### src/rtl/adam_block_dma.sv
// adam_block_dma
// Copies one AdamNet disk block (SECS_PER_BLK sectors of 512 bytes) from the
// track loader's sector buffer into CPU RAM through RAM port B. Each sector
// is requested from the loader, then read one byte at a time and written to
// RAM with a write/acknowledge handshake.

module adam_block_dma #(
  parameter int          SECS_PER_BLK = 2,
  parameter int          BUF_LAT      = 1,
  parameter logic [23:0] LOAD_TMO     = 24'hFFFFFF
) (
  input  logic        clk_i,
  input  logic        reset_n_i,
  input  logic        start_i,
  input  logic [31:0] block_i,
  input  logic [15:0] dest_i,
  output logic        busy_o,
  output logic        done_o,
  output logic        error_o,
  output logic [31:0] disk_sector_o,
  output logic        disk_load_o,
  input  logic        disk_sector_loaded_i,
  input  logic        disk_error_i,
  output logic [8:0]  disk_addr_o,
  output logic        disk_wr_o,
  input  logic [7:0]  disk_data_i,
  output logic [15:0] ramb_addr_o,
  output logic        ramb_wr_o,
  output logic        ramb_rd_o,
  output logic [7:0]  ramb_dout_o,
  input  logic        ramb_wr_ack_i
);

  typedef enum logic [2:0] {
    S_IDLE,
    S_REQ,
    S_WAIT_LOAD,
    S_ADDR,
    S_CAPT,
    S_WR,
    S_ACK,
    S_DONE
  } state_t;

  localparam int SEC_SHIFT = $clog2(SECS_PER_BLK);

  state_t      state;
  logic [31:0] block_q;
  logic [15:0] dest_q;
  logic [1:0]  sec_idx;
  logic [8:0]  byte_idx;
  logic [23:0] timer;
  logic [1:0]  lat_cnt;
  logic [31:0] sector_base;

  // This DMA only ever reads the sector buffer and only ever writes RAM.
  assign disk_wr_o = 1'b0;
  assign ramb_rd_o = 1'b0;

  // First sector of the block; three sectors per block is the only
  // non-power-of-two case and needs a real multiply.
  if (SECS_PER_BLK == 3) begin : g_mul
    assign sector_base = block_q * 32'd3;
  end else begin : g_shift
    assign sector_base = block_q << SEC_SHIFT;
  end

  // Transfer sequencer: sector request, per-byte read/capture/write/ack loop.
  always_ff @(posedge clk_i or negedge reset_n_i) begin
    if (!reset_n_i) begin
      state         <= S_IDLE;
      block_q       <= '0;
      dest_q        <= '0;
      sec_idx       <= '0;
      byte_idx      <= '0;
      timer         <= '0;
      lat_cnt       <= '0;
      busy_o        <= 1'b0;
      done_o        <= 1'b0;
      error_o       <= 1'b0;
      disk_sector_o <= '0;
      disk_load_o   <= 1'b0;
      disk_addr_o   <= '0;
      ramb_addr_o   <= '0;
      ramb_wr_o     <= 1'b0;
      ramb_dout_o   <= '0;
    end else begin
      case (state)
        S_IDLE: begin
          if (start_i) begin
            block_q <= block_i;
            dest_q  <= dest_i;
            sec_idx <= '0;
            busy_o  <= 1'b1;
            state   <= S_REQ;
          end
        end

        S_REQ: begin
          disk_sector_o <= sector_base + {30'd0, sec_idx};
          disk_load_o   <= 1'b1;
          timer         <= '0;
          state         <= S_WAIT_LOAD;
        end

        // timer counts WAIT_LOAD cycles already spent; an error beats a
        // simultaneous loaded indication.
        S_WAIT_LOAD: begin
          if (disk_error_i) begin
            disk_load_o <= 1'b0;
            busy_o      <= 1'b0;
            done_o      <= 1'b1;
            error_o     <= 1'b1;
            state       <= S_DONE;
          end else if (disk_sector_loaded_i) begin
            disk_load_o <= 1'b0;
            byte_idx    <= '0;
            disk_addr_o <= '0;
            lat_cnt     <= '0;
            state       <= S_ADDR;
          end else if (timer == LOAD_TMO - 24'd1) begin
            disk_load_o <= 1'b0;
            busy_o      <= 1'b0;
            done_o      <= 1'b1;
            error_o     <= 1'b1;
            state       <= S_DONE;
          end else begin
            timer <= timer + 24'd1;
          end
        end

        S_ADDR: begin
          if (lat_cnt == 2'(BUF_LAT - 1)) begin
            state <= S_CAPT;
          end else begin
            lat_cnt <= lat_cnt + 2'd1;
          end
        end

        // Capture the buffer byte and present address and data together so
        // both stay stable through the acknowledge wait.
        S_CAPT: begin
          ramb_dout_o <= disk_data_i;
          ramb_addr_o <= dest_q + {5'd0, sec_idx, byte_idx};
          ramb_wr_o   <= 1'b1;
          state       <= S_WR;
        end

        S_WR: begin
          ramb_wr_o <= 1'b0;
          state     <= S_ACK;
        end

        S_ACK: begin
          if (ramb_wr_ack_i) begin
            if (byte_idx != 9'd511) begin
              byte_idx    <= byte_idx + 9'd1;
              disk_addr_o <= byte_idx + 9'd1;
              lat_cnt     <= '0;
              state       <= S_ADDR;
            end else if (sec_idx != 2'(SECS_PER_BLK - 1)) begin
              sec_idx <= sec_idx + 2'd1;
              state   <= S_REQ;
            end else begin
              busy_o  <= 1'b0;
              done_o  <= 1'b1;
              error_o <= 1'b0;
              state   <= S_DONE;
            end
          end
        end

        S_DONE: begin
          done_o  <= 1'b0;
          error_o <= 1'b0;
          state   <= S_IDLE;
        end

        default: state <= S_IDLE;
      endcase
    end
  end

endmodule
### config.mk
export PLATFORM = sky130hd
export DESIGN_NAME = adam_block_dma
export DESIGN_NICKNAME = d
export VERILOG_FILES = /design/src/rtl/adam_block_dma.sv
export SDC_FILE = /design/constraint.sdc
export NUM_CORES = 1
export LEC_CHECK = 0
export ABC_AREA = 1
export ABC_CLOCK_PERIOD_IN_PS = 3000
export BUFFER_PORTS_ARGS = -buffer_cell sky130_fd_sc_hd__buf_4
export CAP_MARGIN = 20
export CORE_MARGIN = 2
export CORE_UTILIZATION = 42
export CTS_BUF_LIST = sky130_fd_sc_hd__clkbuf_2 sky130_fd_sc_hd__clkbuf_4 sky130_fd_sc_hd__clkbuf_8
export DETAILED_ROUTE_END_ITERATION = 8
export SYNTH_ARGS = -nofsm -noshare
export SYNTH_HDL_FRONTEND = slang
export SYNTH_SLANG_ARGS = --single-unit
### constraint.sdc
create_clock -name clk_i -period 3 [get_ports clk_i]
set_input_delay 0.3 -clock clk_i [delete_from_list [all_inputs] [get_ports clk_i]]
set_output_delay 0.3 -clock clk_i [all_outputs]
set_load 0.01 [all_outputs]
==> out/results.txt <==
Leakage power - 4.88 nW
Pre-antenna DRT Iters - 5
Final HPWL DP - 15.4 mm
Most common cell after layout, fill and taps aside - nand2_1
Chip width - 144 µm
Seq pwr share - 39.5%
Slowest cell on crit path - dfrtp_1
Sw Pwr - 3.56 mW
Layout cells sized above 1 - 17.6%
Mux share of post-synthesis cell area - 4.12%
Internal Power - 5.10 mW
Synth Area in Simple Gates - 31.7%
Number of synthesized flops with an enable pin - 0
Synth Instances - 1082
Top FF cell, synth - dfrtp_1
Area after DPL - 0.00946 mm²
Final hold slack - 0.0376 ns
First-pass GRT wire length - 33.5 mm
GP Congestion - 0.892
Layout overhead on the synthesized area - 20.2%
PD cells - 878 mW/mm²
Worst path max stage delay - 0.47 ns
Synth Cell Area - 0.00821 mm²
Resized Gates After CTS - 0
RSZ-0062 raised after global routing - no
Starting density of the core - 42.4%
Area share of xor/xnor cells in the synthesized design - 3.74%
Die area - 0.0207 mm²
Remaining antenna violation count - 0
Wire length per cell - 13.8 µm
Hold-fix buffer count after cts - 1
DRT Wirelength - 20.5 mm
Post-CTS Repair Setup Buffers - 0
Sequential element share of the synthesized area - 45.1%
Final Hold Vio Count - 0
Startpoint types - flop
CP required - 3.32 ns
Final setup violation count - 0
Antenna cell count - 0
Fin crit share - 80.0%
Levels on crit path - 11
Initial DRC Count - 403
Comb pwr share - 42.5%
Clock Sinks - 148
Largest net degree at the start of global routing - 62
Post-layout minimum cycle time - 2.40 ns
Via density - 4.82
Critical path class - reg -> reg
CTS tree - yes
Worst Skew - 0.0184 ns
Residual DRC - 0
CP Capture Type - flop
Sw Ratio - 41.1%
Longest Clk Path Bufs - 2
Synth top area share - 45.1%
Max FO, Critical Path - 11
FMAX - 417 MHz
GRT Overall Usage - 20.7%
Yosys warnings - 0
Syn Area/Cell - 7.58 µm²
Slew headroom - 59.9%
Worst r2r path cells - 11
Fin cells - 1489
Die Span Y - 144 µm
Crit-path leading delay family - simple AND/OR/NAND/NOR gates
Nets - 1294
Synth Register Bits - 148
PnR Total Power - 8.65 mW
Most frequent cells in the layout - 388 x nand2_1, 148 x dfrtp_1, 134 x buf_4
Distinct cell type count after synthesis - 36
H-tree Lvls - 4
Clock Power Share - 18.0%
Critical path arrival - 2.72 ns
HP Class - in -> reg
Rows - 51
Area leader, netlist - dfrtp_1
Routed vias - 7178
Number of global-route vias before repair - 6699
Max cap viols - 0
Max Transition Viols Final - 0
PortBufs - 130
CTS root buf - clkbuf_8
Final TNS setup - 0 ns
Hold-critical path depth - 3
Compound-Gate Fraction of Synth Area - 5.95%
Footprint of the multi-input gates - 0.00402 mm²
Placed Cells - 1456
Core area - 0.0193 mm²
Main combinational cell family by area after synthesis - simple AND/OR/NAND/NOR gates
Finished Cell Area - 0.00986 mm²
Antenna violations before repair - 0
Total grt overflow - 0
Worst vdd ir - 0.549 mV
Outcome - complete, no violations
Area contributors post-synth - dfrtp_1 45%, nand2_1 18%, nor2_1 5.6%
CP bufs+invs - 2
Adder-Cell Fraction of Synth Area - 3.29%
Crit-path cells - ha_1, nand2_1, inv_1, nand3_1, nor3_1, ha_1, o21ai_1, nand3_1, inv_1, nand4_1, o21ai_0
I/O Pins - 134
Synth async-reset ratio - 100%
Fill cells - 1985
Clock latency on the worst-skew pair - 0.46 ns
Least-Margin Pin Slew - 0.597 ns
CTS buffer count - 17
Clock transition at path regs - 0.09 ns
Sequential cell area - 0.00370 mm²
[worst register-to-register path, delay by kind of cell (launching register included)]
| kind | cells | cell delay [ns] |
|---|---|---|
| and+or+nand+nor | 5 | 0.83 |
| DFF | 1 | 0.47 |
| AOI/OAI and AO/OA | 2 | 0.17 |
| adders and majority gates | 2 | 0.44 |
| buffers and inverters | 2 | 0.34 |
[power by group through the flow]
stage	registers, mW	logic (mW)	clock network (mW)
after floorplan	3.43	2.32	0
after global placement	3.43	3.65	0
after detailed placement	3.44	3.71	0
after CTS	3.42	3.72	1.62
after global routing	3.53	4.18	1.70
final	3.42	3.67	1.56
[state kept, by name (all words and copies together), names as in the netlist]
signal,flops
block_q,31
busy_o,1
byte_idx,9
dest_q,16
disk_load_o,1
disk_sector_o,32
done_o,1
error_o,1
lat_cnt,2
ramb_addr_o,16
ramb_dout_o,8
ramb_wr_o,1
sec_idx,2
state,3
timer,24
[kinds of logic (layout without fill, tap and decap cells)]
| logic type | after synthesis | count (layout) |
|---|---|---|
| multiplexers | 30 | 30 |
| AO/OA/AOI/OAI | 93 | 93 |
| adder cells (fa/ha/maj) | 21 | 21 |
| other | 1 | 2 |
| flip-flops | 148 | 148 |
| AND/OR/NAND/NOR | 632 | 632 |
| XOR/XNOR | 35 | 35 |
| buffers and inverters | 122 | 263 |
[synth_stat cells (2+ instances only)]
master    count
a21oi_1      30
buf_1         2
buf_2        11
buf_4         6
clkbuf_1     10
dfrtp_1     148
ha_1         20
inv_1        86
inv_2         7
mux2_2       30
nand2_1     388
nand3_1      81
nand3b_1      7
nand4_1      14
nor2_1      123
nor2_2        3
nor3_1        9
o21ai_0      32
o21ai_1      22
o21bai_1      4
xnor2_1      15
xor2_1       20
[per-layer routing]
metal	part of all wire [%]	track usage, %	vias to the layer above
li1	-	-	3698
met1	48	28.3	3313
met2	46	32.7	149
met3	4.9	4.77	18
met4	1.3	6.09	0
met5	0	0	-
[final timing paths]
kind,from,endpoint,slack [ns]
setup reg to reg,byte_idx[1]$_DFFE_PN0P_,byte_idx[7]$_DFFE_PN0P_,0.60
max in group asynchronous,reset_n_i,byte_idx[7]$_DFFE_PN0P_,1.78
hold / removal,disk_data_i[0],ramb_dout_o[0]$_DFFE_PN0P_,0.04
setup / recovery,byte_idx[1]$_DFFE_PN0P_,byte_idx[7]$_DFFE_PN0P_,0.60
min in group asynchronous,reset_n_i,busy_o$_DFFE_PN0P_,0.39
hold reg to reg,ramb_dout_o[6]$_DFFE_PN0P_,ramb_dout_o[6]$_DFFE_PN0P_,0.48
[per-stage QoR]
step	util, %	worst slack [ns]
after floorplan	-	0.917
after global placement	48.9	0.660
after detailed placement	48.9	0.603
after CTS	51.0	0.578
after global routing	51.0	0.226
final	51.0	0.600
[layout make-up]
cell class	count	area share, %
tap	265	3.36
timing repair buffer	138	10.8
sequential	148	37.6
clock inverter	12	1.33
clock buffer	20	2.66
multi-input combinational	813	40.7
inverter	93	3.54
No activity file was read; power rests on OpenSTA's default activity.
